<file path="config.mk">
export PLATFORM = sky130hd
export DESIGN_NAME = instr_fetch_unit
export DESIGN_NICKNAME = d
export VERILOG_FILES = /design/src/rtl/instr_fetch_unit.sv
export SDC_FILE = /design/constraint.sdc
export NUM_CORES = 1
export LEC_CHECK = 0
export ABC_AREA = 1
export BUFFER_PORTS_ARGS = -buffer_cell sky130_fd_sc_hd__clkbuf_2
export CAP_MARGIN = 25
export CORE_ASPECT_RATIO = 0.5
export CORE_UTILIZATION = 31
export DETAILED_ROUTE_END_ITERATION = 8
export PLACE_DENSITY = 0.6
export RECOVER_POWER = 50
export SETUP_SLACK_MARGIN = 0.05
export SLEW_MARGIN = 20
export SYNTH_ARGS = -nofsm -noshare
export SYNTH_HDL_FRONTEND = slang
export SYNTH_SLANG_ARGS = --single-unit
</file>
<file path="constraint.sdc">
create_clock -name Clk -period 6 [get_ports Clk]
set_input_delay 1.5 -clock Clk [delete_from_list [all_inputs] [get_ports Clk]]
set_output_delay 1.5 -clock Clk [all_outputs]
set_load 0.02 [all_outputs]
</file>
<file path="src/rtl/instr_fetch_unit.sv">
// Instruction fetch unit: one outstanding request, a single-entry output
// register to the controller, branch redirect with response kill.
module instr_fetch_unit #(
  parameter logic [31:0] RESET_PC = 32'h00000000,
  parameter int          CNT_W    = 16
) (
  input  logic             Clk,
  input  logic             Rst,
  input  logic             PCSrc,
  input  logic [31:0]      BranchTarget,
  output logic             IMemReq,
  output logic [31:0]      IMemAddr,
  input  logic             IMemValid,
  input  logic [31:0]      IMemData,
  output logic [31:0]      Instruction,
  output logic [31:0]      InstrPC,
  output logic             InstrValid,
  input  logic             InstrReady,
  output logic [CNT_W-1:0] FetchCount,
  output logic             Debug
);

  typedef enum logic [1:0] {
    S_RESET = 2'd0,
    S_FETCH = 2'd1,
    S_WAIT  = 2'd2,
    S_OUT   = 2'd3
  } state_t;

  state_t           state, state_nxt;
  logic [31:0]      pc, pc_nxt;
  logic             kill, kill_nxt;
  logic [31:0]      instr, instr_nxt;
  logic [31:0]      instr_pc, instr_pc_nxt;
  logic             instr_vld, instr_vld_nxt;
  logic [CNT_W-1:0] cnt, cnt_nxt;
  logic             debug, debug_nxt;

  function automatic logic [CNT_W-1:0] sat_inc(input logic [CNT_W-1:0] v);
    return (&v) ? v : v + {{(CNT_W-1){1'b0}}, 1'b1};
  endfunction

  function automatic logic [31:0] align_word(input logic [31:0] a);
    return {a[31:2], 2'b00};
  endfunction

  always_ff @(posedge Clk or posedge Rst) begin
    if (Rst) state <= S_RESET;
    else     state <= state_nxt;
  end

  always_comb begin
    state_nxt     = state;
    pc_nxt        = pc;
    kill_nxt      = kill;
    instr_nxt     = instr;
    instr_pc_nxt  = instr_pc;
    instr_vld_nxt = instr_vld;
    cnt_nxt       = cnt;
    // A response is only legal while waiting for one.
    debug_nxt     = debug | (IMemValid && (state != S_WAIT));

    case (state)
      S_RESET: state_nxt = S_FETCH;
      S_FETCH: begin
        state_nxt = S_WAIT;
        if (PCSrc) kill_nxt = 1'b1;
      end
      S_WAIT: begin
        if (IMemValid) begin
          if (kill || PCSrc) begin
            kill_nxt  = 1'b0;
            state_nxt = S_FETCH;
          end else begin
            instr_nxt     = IMemData;
            instr_pc_nxt  = pc;
            instr_vld_nxt = 1'b1;
            pc_nxt        = pc + 32'd4;
            state_nxt     = S_OUT;
          end
        end else if (PCSrc) begin
          kill_nxt = 1'b1;
        end
      end
      S_OUT: begin
        // A redirect squashes the held instruction without counting it.
        if (PCSrc) begin
          instr_vld_nxt = 1'b0;
          state_nxt     = S_FETCH;
        end else if (InstrReady) begin
          instr_vld_nxt = 1'b0;
          cnt_nxt       = sat_inc(cnt);
          state_nxt     = S_FETCH;
        end
      end
      default: state_nxt = S_RESET;
    endcase

    if (PCSrc) pc_nxt = align_word(BranchTarget);
  end

  always_ff @(posedge Clk or posedge Rst) begin
    if (Rst) begin
      pc        <= RESET_PC;
      kill      <= 1'b0;
      instr     <= 32'h00000000;
      instr_pc  <= 32'h00000000;
      instr_vld <= 1'b0;
      cnt       <= '0;
      debug     <= 1'b0;
    end else begin
      pc        <= pc_nxt;
      kill      <= kill_nxt;
      instr     <= instr_nxt;
      instr_pc  <= instr_pc_nxt;
      instr_vld <= instr_vld_nxt;
      cnt       <= cnt_nxt;
      debug     <= debug_nxt;
    end
  end

  assign IMemReq     = (state == S_FETCH);
  assign IMemAddr    = pc;
  assign Instruction = instr;
  assign InstrPC     = instr_pc;
  assign InstrValid  = instr_vld;
  assign FetchCount  = cnt;
  assign Debug       = debug;

endmodule

</file>
=== Yosys cells after proc, flatten, opt, wreduce, memory -nomap -nowiden ===
Cells that the tools add are included.

* Flip-flop bits (word level): 117
* Input bits: 69
* Output and inout bits: 115
* Word-level logic and storage cells: 55

* Add/subtract/negate cells: 2
* Equality and inequality tests: 9
* Muxes and demuxes: 18
* Bitwise gates (word level): 4
* Reduce and logical (&&, ||, !) cells: 14

{| class="wikitable"
|+ Operator list
! cell !! count
|-
| 32-bit two-way mux || 4
|-
| 32-bit by 3-bit adder with 32-bit output (second input constant) || 1
|-
| 16-bit by 1-bit adder with 16-bit output (second input constant) || 1
|-
| 16-bit AND reduction || 1
|-
| 2-bit two-way mux || 4
|-
| 2-bit inequality test (second input constant) || 4
|-
| 2-bit case mux with 4 select lines || 1
|-
| 4-bit AND reduction || 2
|-
| 2-bit nonzero test || 4
|-
| 1-bit two-way mux || 7
|-
| 3-bit inequality test (second input constant) || 2
|-
| 3-bit AND reduction || 2
|-
| 2-bit == test (second input constant) || 2
|-
| 1-bit case mux with 2 select lines || 2
|-
| 2-bit AND reduction || 2
|-
| 1-bit inverter || 3
|-
| 2-bit by 1-bit == test with 1-bit output (second input constant) || 1
|-
| 2-bit zero test || 1
|-
| 1-bit logical AND || 1
|-
| 1-bit logical OR || 1
|-
| 1-bit bitwise OR || 1
|}

=== Longest topological paths before layout ===
* Depth after elaboration: 5
* Gate-level depth with buffers: 10

=== Worst setup path before layout ===
Ideal clock, no wire load.

* Kind: input to register
* From: input port PCSrc
* To: register cnt[3] (netlist: FetchCount[3])
* Arrival: 2.351 ns
* Required time: 5.879 ns
* Setup slack: 3.528 ns
* Stages: 8
* Buffers on the path: 2
* Cell sequence: buf_2 > inv_2 > nand2_1 > nor2_1 > o21ai_4 > inv_4 > buf_6 > o21ai_2

* Word-level cells in the longest chain between the ends: 2

{| class="wikitable"
|+ RTL lines
! what !! RTL line !! RTL
|-
| from (decl) || 9 || <nowiki>input logic PCSrc,</nowiki>
|-
| 1-bit inverter (no source line) || - ||
|-
| 4-bit AND reduction (no source line) || - ||
|-
| to (signal assigned) || 117 || <nowiki>cnt <= cnt_nxt;</nowiki>
|-
| to (decl) || 36 || <nowiki>logic [CNT_W-1:0] cnt, cnt_nxt;</nowiki>
|}

No other way between the ends.
A chain may end at the register's enable or synchronous reset.

=== Worst setup path after layout ===
* From: input port PCSrc
* To: register pc[15] (netlist: IMemAddr[15])

* Word-level cells in the longest chain between the ends: 3
* Elaborated cells between the ends (all ways): 6

{| class="wikitable"
|+ RTL lines
! what !! RTL line !! RTL
|-
| 1-bit logical OR || 71 || <nowiki>if (kill || PCSrc) begin</nowiki>
|-
| 2-bit inequality test (no source line) || - ||
|-
| 3-bit AND reduction (no source line) || - ||
|-
| to (signal assigned) || 112 || <nowiki>pc <= pc_nxt;</nowiki>
|-
| to (decl) || 31 || <nowiki>logic [31:0] pc, pc_nxt;</nowiki>
|}

Several ways; a longest one is shown, not always the timed one.

==> results.md <==
* Core Area at about 18,000 µm²
* Via count at between 5,000 and 6,000
* Number of synthesis warnings at 0
* RSZ-0062 raised after global routing: no
* Max stage delay on crit path at between 1000 and 1500 ps
* Die ar. at 18,830 µm²
* Clock Path Buffers at 2
* Hold path endpoint: Debug
* Net Sw Power at between 1 and 1.5 mW
* Top delay family on crit path: buffers and inverters
* P&R area growth vs syn at 28.45%
* Crit Path Category: primary input to flop
* FF-to-FF End: IMemAddr[15]
* Worst R2R Path Depth at 9
* Initial Utilization at 32.13%
* WP data arrival at about 4800 ps
* Clock power share at 34.0%
* Clk_skew at approximately 11 ps
* Routability Congestion at about 0.86
* Ys async rst share at 100.0%
* Tcrit/Tclk final at 74.43%
* Worst path bufs/invs at 4
* H-tree levels at 4
* Slew of the pin with the lowest slew margin at about 3600 ps
* Number of synthesized flops with an enable pin at 0
* Seq/Total Area, Yosys at around half
* Grt total ovfl at 0
* Nets at between 900 and 1,000
* DRT Wirelength at approximately 16,000 µm
* Clock transition at path regs at ~50 ps
* Setup TNS at 0 ps
* Initial antenna violation count at 0
* PostCTS Resize Cnt at 0
* Crit-path slowest cell: clkbuf_1
* Slew HR at -140.5%
* Yosys reg bits at between 100 and 150
* # hold bufs at CTS at 0
* Worst-skew pair later-pin latency at just over 400 ps
* Critical Path Source Type: primary input
* Sequential share of power at roughly 37%
* Worst r2r src: state[0]
* Outcome: finished with violations
* Synthesized cell area at between 5000 and 6000 µm²
* Crit. End Element: flop
* Hold Crit Start: Debug
* Hold Vio Cnt, Final at 0
* Root buffer cell: clkbuf_16
* Cell leakage power at about 3.6 nW
* Worst vdd ir at 0.2482 mV
* Vias in the first global route at 5,193
* Fillers at about 1,900
* Dpl ws at 1830 ps
* Crit path cell chain: clkbuf_1 -> inv_2 -> nand2_1 -> inv_1 -> a21oi_1 -> o21ai_1 -> nand2_1 -> inv_1
* Die H at 97.54 µm
* Largest net degree at the start of global routing at between 90 and 100
* Internal power at 1.962 mW
* Failing checks: DRC, capacitance limit, slew limit
* WL per Instance at approximately 14 µm
* Crit path time final at 4466 ps
* Fin worst setup slack at between 1500 and 2000 ps
* Drt drc at 6
* Hold depth at 1
* Clk sink count at about 110
* Util after Layout at roughly two fifths
* Fin area at roughly 7300 µm²
* Syn avg cell area at roughly 7.7 µm²
* HP Class: flop to flop
* Layout cell share with drive strength beyond 1 at between 10% and 20%
* Max Fclk at roughly 220 MHz
* Main synth FF type: dfrtp_1
* Initial drt markers at between 200 and 250
* Syn Inst Count at 738
* Placed wire-length estimate at 11,450 µm
* Number of detailed-route iterations in the first pass at 7
* Ant diodes at 0
* Library cells used by synthesis at 42
* Crit path max fanout at 28
* Slew Limit Fails at slightly below 80
* MaxCap Viol Count at 1
* Die boundary width at around 190 µm
* Gate power share at between 20 and 30%
* Antenna viol nets, final at 0
* Floorplan row count at 34
* Endpoints failing setup at 0
* Cell Pwr Density at ~430 nW/µm²
* Post-Place Cell Area at just under 7000 µm²
* Routed vias/inst at between 4 and 5
* Global-route wire length before repair at 26,720 µm
* Sw Share at a little under two fifths
* Port Buffers at around 180
* Postcts setup bufs at 0
* Tot GR Track Use at between 10% and 20%
* CTS Buf Count at 17
* Io pins at about 180
* CTS tree: done
* WP data required at 6300 ps
* Flop-to-flop setup slack at approximately 3400 ps
-- logic make-up after synthesis --
logic type               synth area share [%]
AO/OA/AOI/OAI                           8.689
XOR/XNOR                                2.476
adder cells (fa/ha/maj)                 1.105
buffers and inverters                   6.345
flip-flops                              49.97
other                                 0.06626
AND/OR/NAND/NOR                         31.35
-- placed cells by master, fill, tap and decap left out, types with 2 or more instances in the layout --
cell type and count:
o21bai_1 3, o221ai_1 3, buf_4 2, conb_1 4
clkbuf_16 17, o211ai_1 5, xnor2_1 6, nand3_1 34
inv_1 49, nor3_1 4, xor2_1 10, clkinvlp_4 3
clkinv_4 3, o21ai_1 6, a22oi_1 3, nand2_1 302
nor2_2 5, nor2_4 2, ha_1 5, bufinv_16 4
a21oi_1 8, nor2_1 77, inv_2 3, clkbuf_1 56
dfrtp_1 113, nand4_1 8, nand3_2 2, clkbuf_2 123
clkinv_2 2, o21ai_0 38, a31oi_1 2, o21ai_2 4
o22ai_1 2, nand3b_1 2
-- registers in the layout (all words and copies together), names as in the netlist --
signal       flops
kill             1
InstrPC         30
FetchCount      16
Instruction     32
IMemAddr        30
Debug            1
state            2
InstrValid       1
-- per-layer routing --
layer / share of wire (%) / global-route usage [%]
met5: 0 / 0
met3: 3.9 / 3.756
met2: 50 / 30.38
met4: 1.0 / 5.108
met1: 46 / 23.48
-- final cells by class --
type	count	area [µm²]	area share (%)
clock inverter	13	187.7	2.582
tap	234	292.8	4.028
sequential	113	2828	38.90
timing repair buffer	180	837.1	11.51
multi-input combinational	545	2489	34.23
clock buffer	18	429.2	5.904
inverter	54	206.4	2.840
-- stage by stage --
stage	power [mW]	hold slack (ps)	cells
2_1_floorplan	1.771	502.1	741
3_3_place_gp	2.116	441.9	1126
3_5_place_dp	2.136	447.1	1126
4_1_cts	3.228	459.5	1157
5_1_grt	3.359	477.7	1157
6_report	3.150	452.7	1157
-- synthesized netlist by cell type (3+ instances only) --
| cell type | count | share of area [%] |
|---|---|---|
| nand3_1 | 34 | 3.0 |
| a22oi_1 | 3 | 0.40 |
| nand4_1 | 8 | 0.88 |
| inv_2 | 3 | 0.20 |
| dfrtp_1 | 113 | 50 |
| nor2_2 | 6 | 0.66 |
| a21oi_1 | 8 | 0.71 |
| ha_1 | 5 | 1.1 |
| nor3_1 | 4 | 0.35 |
| o21bai_1 | 3 | 0.40 |
| buf_4 | 4 | 0.53 |
| nand2_1 | 302 | 20 |
| o211ai_1 | 5 | 0.66 |
| buf_2 | 12 | 1.1 |
| inv_1 | 50 | 3.3 |
| nor2_1 | 77 | 5.1 |
| clkbuf_1 | 10 | 0.66 |
| xor2_1 | 10 | 1.5 |
| o21ai_1 | 6 | 0.53 |
| o21ai_0 | 38 | 3.4 |
| o221ai_1 | 3 | 0.46 |
| xnor2_1 | 6 | 0.93 |
| o21ai_2 | 4 | 0.62 |
-- worst max-delay path by stage --
stage          slack (ps)              end  cells past startpoint   from
3_5_place_dp         1830     IMemAddr[15]                      8  PCSrc
2_1_floorplan        1510            Debug                      1    Rst
5_1_grt              1060  Instruction[23]                      3    Rst
4_1_cts              2260     IMemAddr[15]                      8  PCSrc
3_3_place_gp         1870     IMemAddr[15]                      8  PCSrc
6_report             1530     IMemAddr[15]                      8  PCSrc
-- power by group through the flow --
stage | Clock [mW] | Combinational (mW) | Sequential [mW]
after global placement | 0 | 0.944 | 1.17
after global routing | 1.14 | 1.02 | 1.20
after floorplan | 0 | 0.353 | 1.42
final | 1.07 | 0.911 | 1.17
after detailed placement | 0 | 0.957 | 1.18
after CTS | 1.10 | 0.959 | 1.17
Note: power is estimated with default switching activity, not from simulation.
